==> src/rtl/pu_riscv_bu_ras_if.sv <==
// Branch-unit bus: ID/EX instruction, operands and control in; redirect, predictor feedback and RAS status out.
interface pu_riscv_bu_ras_if #(
    parameter int unsigned XLEN           = 64,
    parameter int unsigned BP_GLOBAL_BITS = 2
);
    logic                      ex_stall;
    logic                      st_flush;
    logic                      du_stall;
    logic                      du_we_pc;
    logic [XLEN-1:0]           du_dato;
    logic                      id_bubble;
    logic [XLEN-1:0]           id_pc;
    logic [31:0]               id_instr;
    logic                      id_is_rvc;
    logic [1:0]                id_bp_predict;
    logic [XLEN-1:0]           opA;
    logic [XLEN-1:0]           opB;

    logic [XLEN-1:0]           bu_nxt_pc;
    logic                      bu_flush;
    logic                      bu_cacheflush;
    logic                      bu_misaligned;
    logic [1:0]                bu_bp_predict;
    logic                      bu_bp_btaken;
    logic                      bu_bp_update;
    logic [BP_GLOBAL_BITS-1:0] bu_bp_history;
    logic [XLEN-1:0]           ras_top;
    logic                      ras_empty;
    logic                      ras_full;

    modport slave (
        input  ex_stall, st_flush, du_stall, du_we_pc, du_dato, id_bubble, id_pc, id_instr,
               id_is_rvc, id_bp_predict, opA, opB,
        output bu_nxt_pc, bu_flush, bu_cacheflush, bu_misaligned, bu_bp_predict, bu_bp_btaken,
               bu_bp_update, bu_bp_history, ras_top, ras_empty, ras_full
    );

    modport master (
        output ex_stall, st_flush, du_stall, du_we_pc, du_dato, id_bubble, id_pc, id_instr,
               id_is_rvc, id_bp_predict, opA, opB,
        input  bu_nxt_pc, bu_flush, bu_cacheflush, bu_misaligned, bu_bp_predict, bu_bp_btaken,
               bu_bp_update, bu_bp_history, ras_top, ras_empty, ras_full
    );
endinterface

==> src/rtl/pu_riscv_bu_ras.sv <==
// EX-stage branch unit: resolves JAL/JALR/Bxx/FENCE.I, redirects IF, and keeps a circular
// return-address stack so predicted returns do not flush the pipeline.
module pu_riscv_bu_ras #(
    parameter int unsigned XLEN           = 64,
    parameter logic [63:0] PC_INIT        = 64'h8000_0000,
    parameter int unsigned BP_GLOBAL_BITS = 2,
    parameter int unsigned HAS_RVC        = 1,
    parameter int unsigned RAS_DEPTH      = 8
) (
    input logic              clk,
    input logic              rstn,
    pu_riscv_bu_ras_if.slave bu
);
    localparam int unsigned PW = $clog2(RAS_DEPTH);
    localparam int unsigned CW = $clog2(RAS_DEPTH + 1);
    localparam int unsigned HW = BP_GLOBAL_BITS + 1;
    localparam logic [6:0] OPC_JAL  = 7'b1101111;
    localparam logic [6:0] OPC_JALR = 7'b1100111;
    localparam logic [6:0] OPC_BR   = 7'b1100011;
    localparam logic [6:0] OPC_MISC = 7'b0001111;

    logic [6:0]      opcode;
    logic [2:0]      funct3;
    logic [4:0]      rd, rs1;
    logic            is_jal, is_jalr, is_br, is_fencei;
    logic            rd_link, rs1_link, push, pop, br_taken, valid;
    logic [XLEN-1:0] seq, imm_j, imm_b, jalr_sum, top_c;

    assign opcode   = bu.id_instr[6:0];
    assign funct3   = bu.id_instr[14:12];
    assign rd       = bu.id_instr[11:7];
    assign rs1      = bu.id_instr[19:15];
    assign is_jal   = (opcode == OPC_JAL);
    assign is_jalr  = (opcode == OPC_JALR);
    assign is_br    = (opcode == OPC_BR) && (funct3[2:1] != 2'b01);
    assign is_fencei = (opcode == OPC_MISC) && (funct3 == 3'b001);
    assign rd_link  = (rd == 5'd1) || (rd == 5'd5);
    assign rs1_link = (rs1 == 5'd1) || (rs1 == 5'd5);
    // rd==rs1 (both link) is a coroutine-style push only; differing links pop then push
    assign push     = (is_jal || is_jalr) && rd_link;
    assign pop      = is_jalr && rs1_link && (!rd_link || (rd != rs1));

    assign seq      = bu.id_pc + (((HAS_RVC != 0) && bu.id_is_rvc) ? XLEN'(2) : XLEN'(4));
    assign imm_j    = {{(XLEN-20){bu.id_instr[31]}}, bu.id_instr[19:12], bu.id_instr[20],
                       bu.id_instr[30:21], 1'b0};
    assign imm_b    = {{(XLEN-12){bu.id_instr[31]}}, bu.id_instr[7], bu.id_instr[30:25],
                       bu.id_instr[11:8], 1'b0};
    assign jalr_sum = bu.opA + bu.opB;

    // state
    logic [XLEN-1:0] ras_q [RAS_DEPTH];
    logic [PW-1:0]   ptr_q, ptr_d, ras_wa;
    logic [CW-1:0]   cnt_q, cnt_d;
    logic [HW-1:0]   hist_q, hist_d;
    logic            ras_we;
    logic [XLEN-1:0] nxt_pc_q, nxt_pc_d;
    logic            flush_q, flush_d, cf_q, cf_d, mis_q, mis_d;
    logic            bt_q, bt_d, upd_q, upd_d;
    logic [1:0]      pred_q, pred_d;

    assign top_c = (cnt_q == '0) ? '0 : ras_q[ptr_q];
    assign valid = !bu.id_bubble && !bu.du_stall && !bu.st_flush && !flush_q;

    always_comb begin : branch_cond
        case (funct3)
            3'b000:  br_taken = (bu.opA == bu.opB);
            3'b001:  br_taken = (bu.opA != bu.opB);
            3'b100:  br_taken = ($signed(bu.opA) <  $signed(bu.opB));
            3'b101:  br_taken = ($signed(bu.opA) >= $signed(bu.opB));
            3'b110:  br_taken = (bu.opA <  bu.opB);
            3'b111:  br_taken = (bu.opA >= bu.opB);
            default: br_taken = 1'b0;
        endcase
    end

    logic [XLEN-1:0] res_tgt;
    logic            res_taken, res_flush, res_cf, res_upd, res_mis;

    always_comb begin : resolve
        res_tgt   = seq;
        res_taken = 1'b0;
        res_flush = 1'b0;
        res_cf    = 1'b0;
        res_upd   = 1'b0;
        if (is_jal) begin
            res_tgt   = bu.id_pc + imm_j;
            res_taken = 1'b1;
        end else if (is_jalr) begin
            res_tgt   = {jalr_sum[XLEN-1:1], 1'b0};
            res_taken = 1'b1;
            res_flush = !(pop && (cnt_q != '0) && (top_c == {jalr_sum[XLEN-1:1], 1'b0}));
        end else if (is_br) begin
            res_taken = br_taken;
            res_tgt   = br_taken ? (bu.id_pc + imm_b) : seq;
            res_upd   = 1'b1;
            res_flush = br_taken ^ bu.id_bp_predict[1];
        end else if (is_fencei) begin
            res_flush = 1'b1;
            res_cf    = 1'b1;
        end
        res_mis = res_taken && ((HAS_RVC != 0) ? res_tgt[0] : (|res_tgt[1:0]));
        if (res_mis) res_flush = 1'b0;
    end

    always_comb begin : next_state
        nxt_pc_d = nxt_pc_q;
        flush_d  = flush_q;
        cf_d     = cf_q;
        mis_d    = mis_q;
        pred_d   = pred_q;
        bt_d     = bt_q;
        upd_d    = upd_q;
        hist_d   = hist_q;
        ptr_d    = ptr_q;
        cnt_d    = cnt_q;
        ras_we   = 1'b0;
        ras_wa   = ptr_q;
        if (!bu.ex_stall) begin
            if (upd_q) hist_d = {hist_q[HW-2:0], bt_q};
            if (bu.du_we_pc) begin
                nxt_pc_d = bu.du_dato;
                flush_d  = 1'b1;
                cf_d     = 1'b0;
                mis_d    = 1'b0;
                pred_d   = 2'b00;
                bt_d     = 1'b0;
                upd_d    = 1'b0;
                hist_d   = '0;
                ptr_d    = '0;
                cnt_d    = '0;
            end else begin
                pred_d  = bu.id_bp_predict;
                flush_d = 1'b0;
                cf_d    = 1'b0;
                mis_d   = 1'b0;
                bt_d    = 1'b0;
                upd_d   = 1'b0;
                if (valid) begin
                    nxt_pc_d = res_tgt;
                    flush_d  = res_flush;
                    cf_d     = res_cf;
                    mis_d    = res_mis;
                    bt_d     = res_taken;
                    upd_d    = res_upd;
                    if (!res_mis) begin
                        if (pop && (cnt_q != '0)) begin
                            ptr_d = ptr_q - PW'(1);
                            cnt_d = cnt_q - CW'(1);
                        end
                        if (push) begin
                            ptr_d  = ptr_d + PW'(1);
                            ras_we = 1'b1;
                            ras_wa = ptr_d;
                            if (cnt_d != CW'(RAS_DEPTH)) cnt_d = cnt_d + CW'(1);
                        end
                    end
                end
            end
        end
    end

    always_ff @(posedge clk or negedge rstn) begin : state_reg
        if (!rstn) begin
            nxt_pc_q <= XLEN'(PC_INIT);
            flush_q  <= 1'b1;
            cf_q     <= 1'b0;
            mis_q    <= 1'b0;
            pred_q   <= 2'b00;
            bt_q     <= 1'b0;
            upd_q    <= 1'b0;
            hist_q   <= '0;
            ptr_q    <= '0;
            cnt_q    <= '0;
        end else begin
            nxt_pc_q <= nxt_pc_d;
            flush_q  <= flush_d;
            cf_q     <= cf_d;
            mis_q    <= mis_d;
            pred_q   <= pred_d;
            bt_q     <= bt_d;
            upd_q    <= upd_d;
            hist_q   <= hist_d;
            ptr_q    <= ptr_d;
            cnt_q    <= cnt_d;
        end
    end

    always_ff @(posedge clk or negedge rstn) begin : ras_mem
        if (!rstn) begin
            for (int unsigned i = 0; i < RAS_DEPTH; i++) ras_q[i] <= '0;
        end else if (ras_we) begin
            ras_q[ras_wa] <= seq;
        end
    end

    assign bu.bu_nxt_pc     = nxt_pc_q;
    assign bu.bu_flush      = flush_q;
    assign bu.bu_cacheflush = cf_q;
    assign bu.bu_misaligned = mis_q;
    assign bu.bu_bp_predict = pred_q;
    assign bu.bu_bp_btaken  = bt_q;
    assign bu.bu_bp_update  = upd_q;
    assign bu.bu_bp_history = hist_q[HW-1:1];
    assign bu.ras_top       = top_c;
    assign bu.ras_empty     = (cnt_q == '0);
    assign bu.ras_full      = (cnt_q == CW'(RAS_DEPTH));
endmodule

==> src/flat_wrapper.sv <==
// flat-port wrapper written by rule: the top's interface ports become plain ports
module pu_riscv_bu_ras_flat 
#(
    parameter int unsigned XLEN           = 64,
    parameter logic [63:0] PC_INIT        = 64'h8000_0000,
    parameter int unsigned BP_GLOBAL_BITS = 2,
    parameter int unsigned HAS_RVC        = 1,
    parameter int unsigned RAS_DEPTH      = 8
)
  (clk, rstn, bu_ex_stall, bu_st_flush, bu_du_stall, bu_du_we_pc, bu_du_dato, bu_id_bubble, bu_id_pc, bu_id_instr, bu_id_is_rvc, bu_id_bp_predict, bu_opA, bu_opB, bu_bu_nxt_pc, bu_bu_flush, bu_bu_cacheflush, bu_bu_misaligned, bu_bu_bp_predict, bu_bu_bp_btaken, bu_bu_bp_update, bu_bu_bp_history, bu_ras_top, bu_ras_empty, bu_ras_full);
  pu_riscv_bu_ras_if #(.XLEN(XLEN), .BP_GLOBAL_BITS(BP_GLOBAL_BITS)) bu_i ();
  input logic clk;
  input logic rstn;
  input wire logic [$bits(bu_i.ex_stall)-1:0] bu_ex_stall;
  input wire logic [$bits(bu_i.st_flush)-1:0] bu_st_flush;
  input wire logic [$bits(bu_i.du_stall)-1:0] bu_du_stall;
  input wire logic [$bits(bu_i.du_we_pc)-1:0] bu_du_we_pc;
  input wire logic [$bits(bu_i.du_dato)-1:0] bu_du_dato;
  input wire logic [$bits(bu_i.id_bubble)-1:0] bu_id_bubble;
  input wire logic [$bits(bu_i.id_pc)-1:0] bu_id_pc;
  input wire logic [$bits(bu_i.id_instr)-1:0] bu_id_instr;
  input wire logic [$bits(bu_i.id_is_rvc)-1:0] bu_id_is_rvc;
  input wire logic [$bits(bu_i.id_bp_predict)-1:0] bu_id_bp_predict;
  input wire logic [$bits(bu_i.opA)-1:0] bu_opA;
  input wire logic [$bits(bu_i.opB)-1:0] bu_opB;
  output wire logic [$bits(bu_i.bu_nxt_pc)-1:0] bu_bu_nxt_pc;
  output wire logic [$bits(bu_i.bu_flush)-1:0] bu_bu_flush;
  output wire logic [$bits(bu_i.bu_cacheflush)-1:0] bu_bu_cacheflush;
  output wire logic [$bits(bu_i.bu_misaligned)-1:0] bu_bu_misaligned;
  output wire logic [$bits(bu_i.bu_bp_predict)-1:0] bu_bu_bp_predict;
  output wire logic [$bits(bu_i.bu_bp_btaken)-1:0] bu_bu_bp_btaken;
  output wire logic [$bits(bu_i.bu_bp_update)-1:0] bu_bu_bp_update;
  output wire logic [$bits(bu_i.bu_bp_history)-1:0] bu_bu_bp_history;
  output wire logic [$bits(bu_i.ras_top)-1:0] bu_ras_top;
  output wire logic [$bits(bu_i.ras_empty)-1:0] bu_ras_empty;
  output wire logic [$bits(bu_i.ras_full)-1:0] bu_ras_full;
  assign bu_i.ex_stall = bu_ex_stall;
  assign bu_i.st_flush = bu_st_flush;
  assign bu_i.du_stall = bu_du_stall;
  assign bu_i.du_we_pc = bu_du_we_pc;
  assign bu_i.du_dato = bu_du_dato;
  assign bu_i.id_bubble = bu_id_bubble;
  assign bu_i.id_pc = bu_id_pc;
  assign bu_i.id_instr = bu_id_instr;
  assign bu_i.id_is_rvc = bu_id_is_rvc;
  assign bu_i.id_bp_predict = bu_id_bp_predict;
  assign bu_i.opA = bu_opA;
  assign bu_i.opB = bu_opB;
  assign bu_bu_nxt_pc = bu_i.bu_nxt_pc;
  assign bu_bu_flush = bu_i.bu_flush;
  assign bu_bu_cacheflush = bu_i.bu_cacheflush;
  assign bu_bu_misaligned = bu_i.bu_misaligned;
  assign bu_bu_bp_predict = bu_i.bu_bp_predict;
  assign bu_bu_bp_btaken = bu_i.bu_bp_btaken;
  assign bu_bu_bp_update = bu_i.bu_bp_update;
  assign bu_bu_bp_history = bu_i.bu_bp_history;
  assign bu_ras_top = bu_i.ras_top;
  assign bu_ras_empty = bu_i.ras_empty;
  assign bu_ras_full = bu_i.ras_full;
  pu_riscv_bu_ras #(.XLEN(XLEN), .PC_INIT(PC_INIT), .BP_GLOBAL_BITS(BP_GLOBAL_BITS), .HAS_RVC(HAS_RVC), .RAS_DEPTH(RAS_DEPTH)) u_core (.clk(clk), .rstn(rstn), .bu(bu_i));
endmodule
==> config.mk <==
export PLATFORM = sky130hd
export DESIGN_NAME = pu_riscv_bu_ras_flat
export DESIGN_NICKNAME = d
export VERILOG_FILES = /design/src/rtl/pu_riscv_bu_ras_if.sv /design/src/rtl/pu_riscv_bu_ras.sv /design/src/flat_wrapper.sv
export SDC_FILE = /design/constraint.sdc
export NUM_CORES = 2
export LEC_CHECK = 0
export CAP_MARGIN = 20
export CORE_MARGIN = 4
export CORE_UTILIZATION = 45
export DETAILED_ROUTE_END_ITERATION = 16
export PLACE_DENSITY = 0.73
export SLEW_MARGIN = 20
export SYNTH_ARGS = -nofsm -noshare
export SYNTH_HDL_FRONTEND = slang
export SYNTH_SLANG_ARGS = --single-unit
==> constraint.sdc <==
create_clock -name clk -period 5.65 [get_ports clk]
set_input_delay 1.13 -clock clk [delete_from_list [all_inputs] [get_ports clk]]
set_output_delay 1.13 -clock clk [all_outputs]
set_load 0.02 [all_outputs]
==> impl_metrics.yaml <==
final_layout:
  layout_common_cells: "803 x nand2_1, 721 x o21ai_0, 588 x dfrtp_1"
  area_growth_pct: 22.5
  drive_above_1_share_pct: 11.6
  nets: 5934
  final_common_cell: "nand2_1"
floorplan:
  die_h_um: 314
  dieWidth_um: 314
  start_util_pct: 45.6
  ioPinCount: 437
  die_area_um2: 98500
  coreArea_um2: 92200
  rows: 111
setup_path:
  worst_path_max_delay_cell: "o31ai_1"
  timing.rr.start: "u_core.ptr_q[0]$_DFFE_PN0P_"
  cp.required_ns: 6.13
  ff2ff_setup_slack_ns: 1.01
  crit_fanout: 11
  crit_chain: "clkdlybuf4s50_1 > inv_1 > ha_1 > buf_4 > inv_1 > o31ai_1 > a221oi_1 > o31ai_1 > buf_4 > a221oi_1 > and4_1 > o21ai_0 > o311ai_1 > nor3_4 > buf_12 > or2_1 > buf_4 > o221ai_1 > a221oi_1 > a21oi_1"
  rr_worst_depth: 13
  r2r_end: "u_core.bu.bu_flush$_DFFE_PN1N_"
  critPathKind: "primary input to flop"
  cp-start-kind: "primary input"
  critPathArrivalTime_ns: 5.66
  worstSetupEndpointType: "flop"
  max_stage_delay_ns: 0.59
clock_network:
  cts_root_buffer: "clkbuf_16"
  post_cts_resized: 0
  ctsHoldBuffers: 0
  htreeDepth: 3
  cts_tree: "yes"
  numCtsBuffers: 68
  clkTransAtPathRegs_ns: 0.06
  insertion_delay_ns: 0.65
  clock-sinks: 593
  clockBufferDepth: 3
  cts_setup_buffers: 0
synth:
  netlist.area_leader.share_pct: 35.2
  yosysUniqueCellTypes: 101
  synth_nets: 5454
  yosys.area.top_type: "dfrtp_1"
  avgSynthCellArea_um2: 8.51
  synth-edff-count: 0
  syn_area_um2: 42100
  synth-async-reset-ratio_pct: 100
  synth_ff_type: "dfrtp_1"
  ys_ff_latch: 593
  syn_inst: 4943
  yosys_warnings: 0
  synth.yosys.seq_area_share_pct: 35.3
  ys_top_cells_by_area: "dfrtp_1 35%, o21ai_0 8.6%, nand2_1 7.2%"
worst_hold_path:
  min_to: "u_core.ras_q[156]$_DFFE_PN0P_"
  whs_path_depth: 2
  hp-class: "flop to flop"
  worstHoldStart: "u_core.ras_q[156]$_DFFE_PN0P_"
routing:
  wirelength_um: 183000
  vias: 41613
  via_per_inst: 6.19
  first_pass_iters: 9
  drtIter0Drc: 4623
  drc: 0
  wl_per_cell_um: 27.2
  ant_nets: 0
timing:
  fin_ws_ns: 0.468
  worst_slew_pin_slew_ns: 1.16
  holdWs_ns: 0.473
  slew_headroom_pct: 22.7
  finalClockSkew_ns: 0.0401
  timing.fmax_mhz: 193
  hold_viol_final: 0
  fin_crit_ns: 5.18
  setup_viol: 0
  finalCritPeriodShare_pct: 91.7
  finalMaxSlewViolations: 0
  rsz0062_at_grt: "no"
grt:
  grt_use_total_pct: 36.1
  grt_pass1_vias: 40314
  grt_pass1_wl_um: 266000
  grt_max_degree: 112
  antenna_found_initial: 8
  overflow: 0
outcome:
  status: "complete, no violations"
job:
  cap_violations: 0
placement:
  routabilityCongestion: 1.04
  hpwl_um: 144000
  numPortBuffers: 436
  pre_cts_slack_ns: -0.0746
pwr:
  p_leak_uw: 0.0216
  p_per_area_nw_per_um2: 234
  vdd_drop_max_mv: 0.233
==> stage by stage <==
stage	setup TNS, ns	utilization, %	instances	total power (uW)	cell area (um2)
4_1_cts	0	55.9	6716	12000	51500
3_5_place_dp	-0.385	53.4	6596	7440	49200
6_report	0	55.9	6718	12100	51500
5_1_grt	0	55.9	6716	12400	51500
2_1_floorplan	0	-	4943	6010	42100
3_3_place_gp	-0.0400	53.3	6595	7460	49200
==> sequential cells by signal, summed over array words and instances (netlist names) <==
signal	cells
u_core.ras_q	512
u_core.bu.bu_nxt_pc	64
u_core.cnt_q	4
u_core.hist_q	3
u_core.ptr_q	3
u_core.bu.bu_bp_predict	2
u_core.bu.bu_bp_btaken	1
u_core.bu.bu_bp_update	1
u_core.bu.bu_cacheflush	1
u_core.bu.bu_flush	1
u_core.bu.bu_misaligned	1
==> critical path, delay by kind of cell <==
kind / cells / cell delay (ns)
AOI/OAI and AO/OA: 9 / 1.93
and+or+nand+nor: 3 / 0.77
adders and majority gates: 1 / 0.29
buffers and inverters: 7 / 1.53
==> how the worst max path moves through the flow <==
stage | startpoint | depth (start not counted) | to | slack (ns)
floorplan | bu_id_instr[16] | 15 | u_core.ras_q[259]$_DFFE_PN0P_ | 1.16
global placement | bu_opB[43] | 20 | u_core.bu.bu_nxt_pc[27]$_DFFE_PN0P_ | -0.03
detailed placement | bu_opB[43] | 20 | u_core.bu.bu_nxt_pc[58]$_DFFE_PN0P_ | -0.07
CTS | bu_opB[43] | 19 | u_core.bu.bu_nxt_pc[62]$_DFFE_PN0P_ | 0.51
global route | bu_opB[43] | 20 | u_core.bu.bu_nxt_pc[58]$_DFFE_PN0P_ | 0.26
finish | bu_opB[43] | 20 | u_core.bu.bu_nxt_pc[47]$_DFFE_PN0P_ | 0.47
==> where the power goes <==
part           internal, uW  total (uW)  switching, uW
Sequential             4320        4420           96.7
Combinational          1160        3060           1900
Clock                  2690        4600           1910
==> area by class of cell <==
class	instances	area (um2)
inverters	192	721
fillers	8405	40700
clock buffers	95	2010
flip-flops and latches	593	14900
diodes	2	5.00
repair buffers	726	6870
well taps	1243	1560
clock inverters	25	315
multi-input cells	3842	25200
==> logic make-up (layout without fill, tap and decap cells) <==
logic type | after synthesis | in the layout | share of synthesized area (%)
multiplexers | 196 | 196 | 8.24
buffers and inverters | 508 | 1038 | 5.07
adder cells (fa/ha/maj) | 213 | 213 | 6.41
XOR/XNOR | 289 | 289 | 6.03
flip-flops | 593 | 593 | 35.3
AND/OR/NAND/NOR | 1588 | 1588 | 17.1
other | 0 | 2 | 0
AO/OA/AOI/OAI | 1556 | 1556 | 21.9
==> synthesized netlist by cell type, drive strengths merged (8+ instances only) <==
| library cell | n |
|---|---|
| and4 | 12 |
| nor3 | 89 |
| o21ai | 742 |
| nor2b | 35 |
| and3 | 32 |
| a31oi | 34 |
| dfrtp | 591 |
| o211ai | 25 |
| a22oi | 15 |
| a21o | 42 |
| nand3 | 96 |
| o31a | 14 |
| o221ai | 22 |
| a21oi | 370 |
| a21boi | 15 |
| clkbuf | 225 |
| a211oi | 34 |
| mux2i | 46 |
| nor3b | 11 |
| a311oi | 10 |
| o31ai | 38 |
| inv | 192 |
| or2 | 25 |
| xor2 | 90 |
| ha | 209 |
| o21a | 23 |
| mux4 | 117 |
| nor4 | 44 |
| or3 | 42 |
| nand2b | 31 |
| a22o | 25 |
| and2 | 12 |
| mux2 | 33 |
| xnor2 | 199 |
| a221oi | 24 |
| o211a | 8 |
| o22ai | 12 |
| o21bai | 36 |
| nand4 | 60 |
| buf | 91 |
| nor2 | 269 |
| nand2 | 803 |
==> per-layer routing <==
metal	GRT usage [%]	wire length [um]	share of wire (%)
met3	8.44	19200	11
met1	49.3	74600	41
met5	0	93	0.051
met4	16.6	9740	5.3
met2	54.5	78900	43
Note: power is estimated with default switching activity, not from simulation.
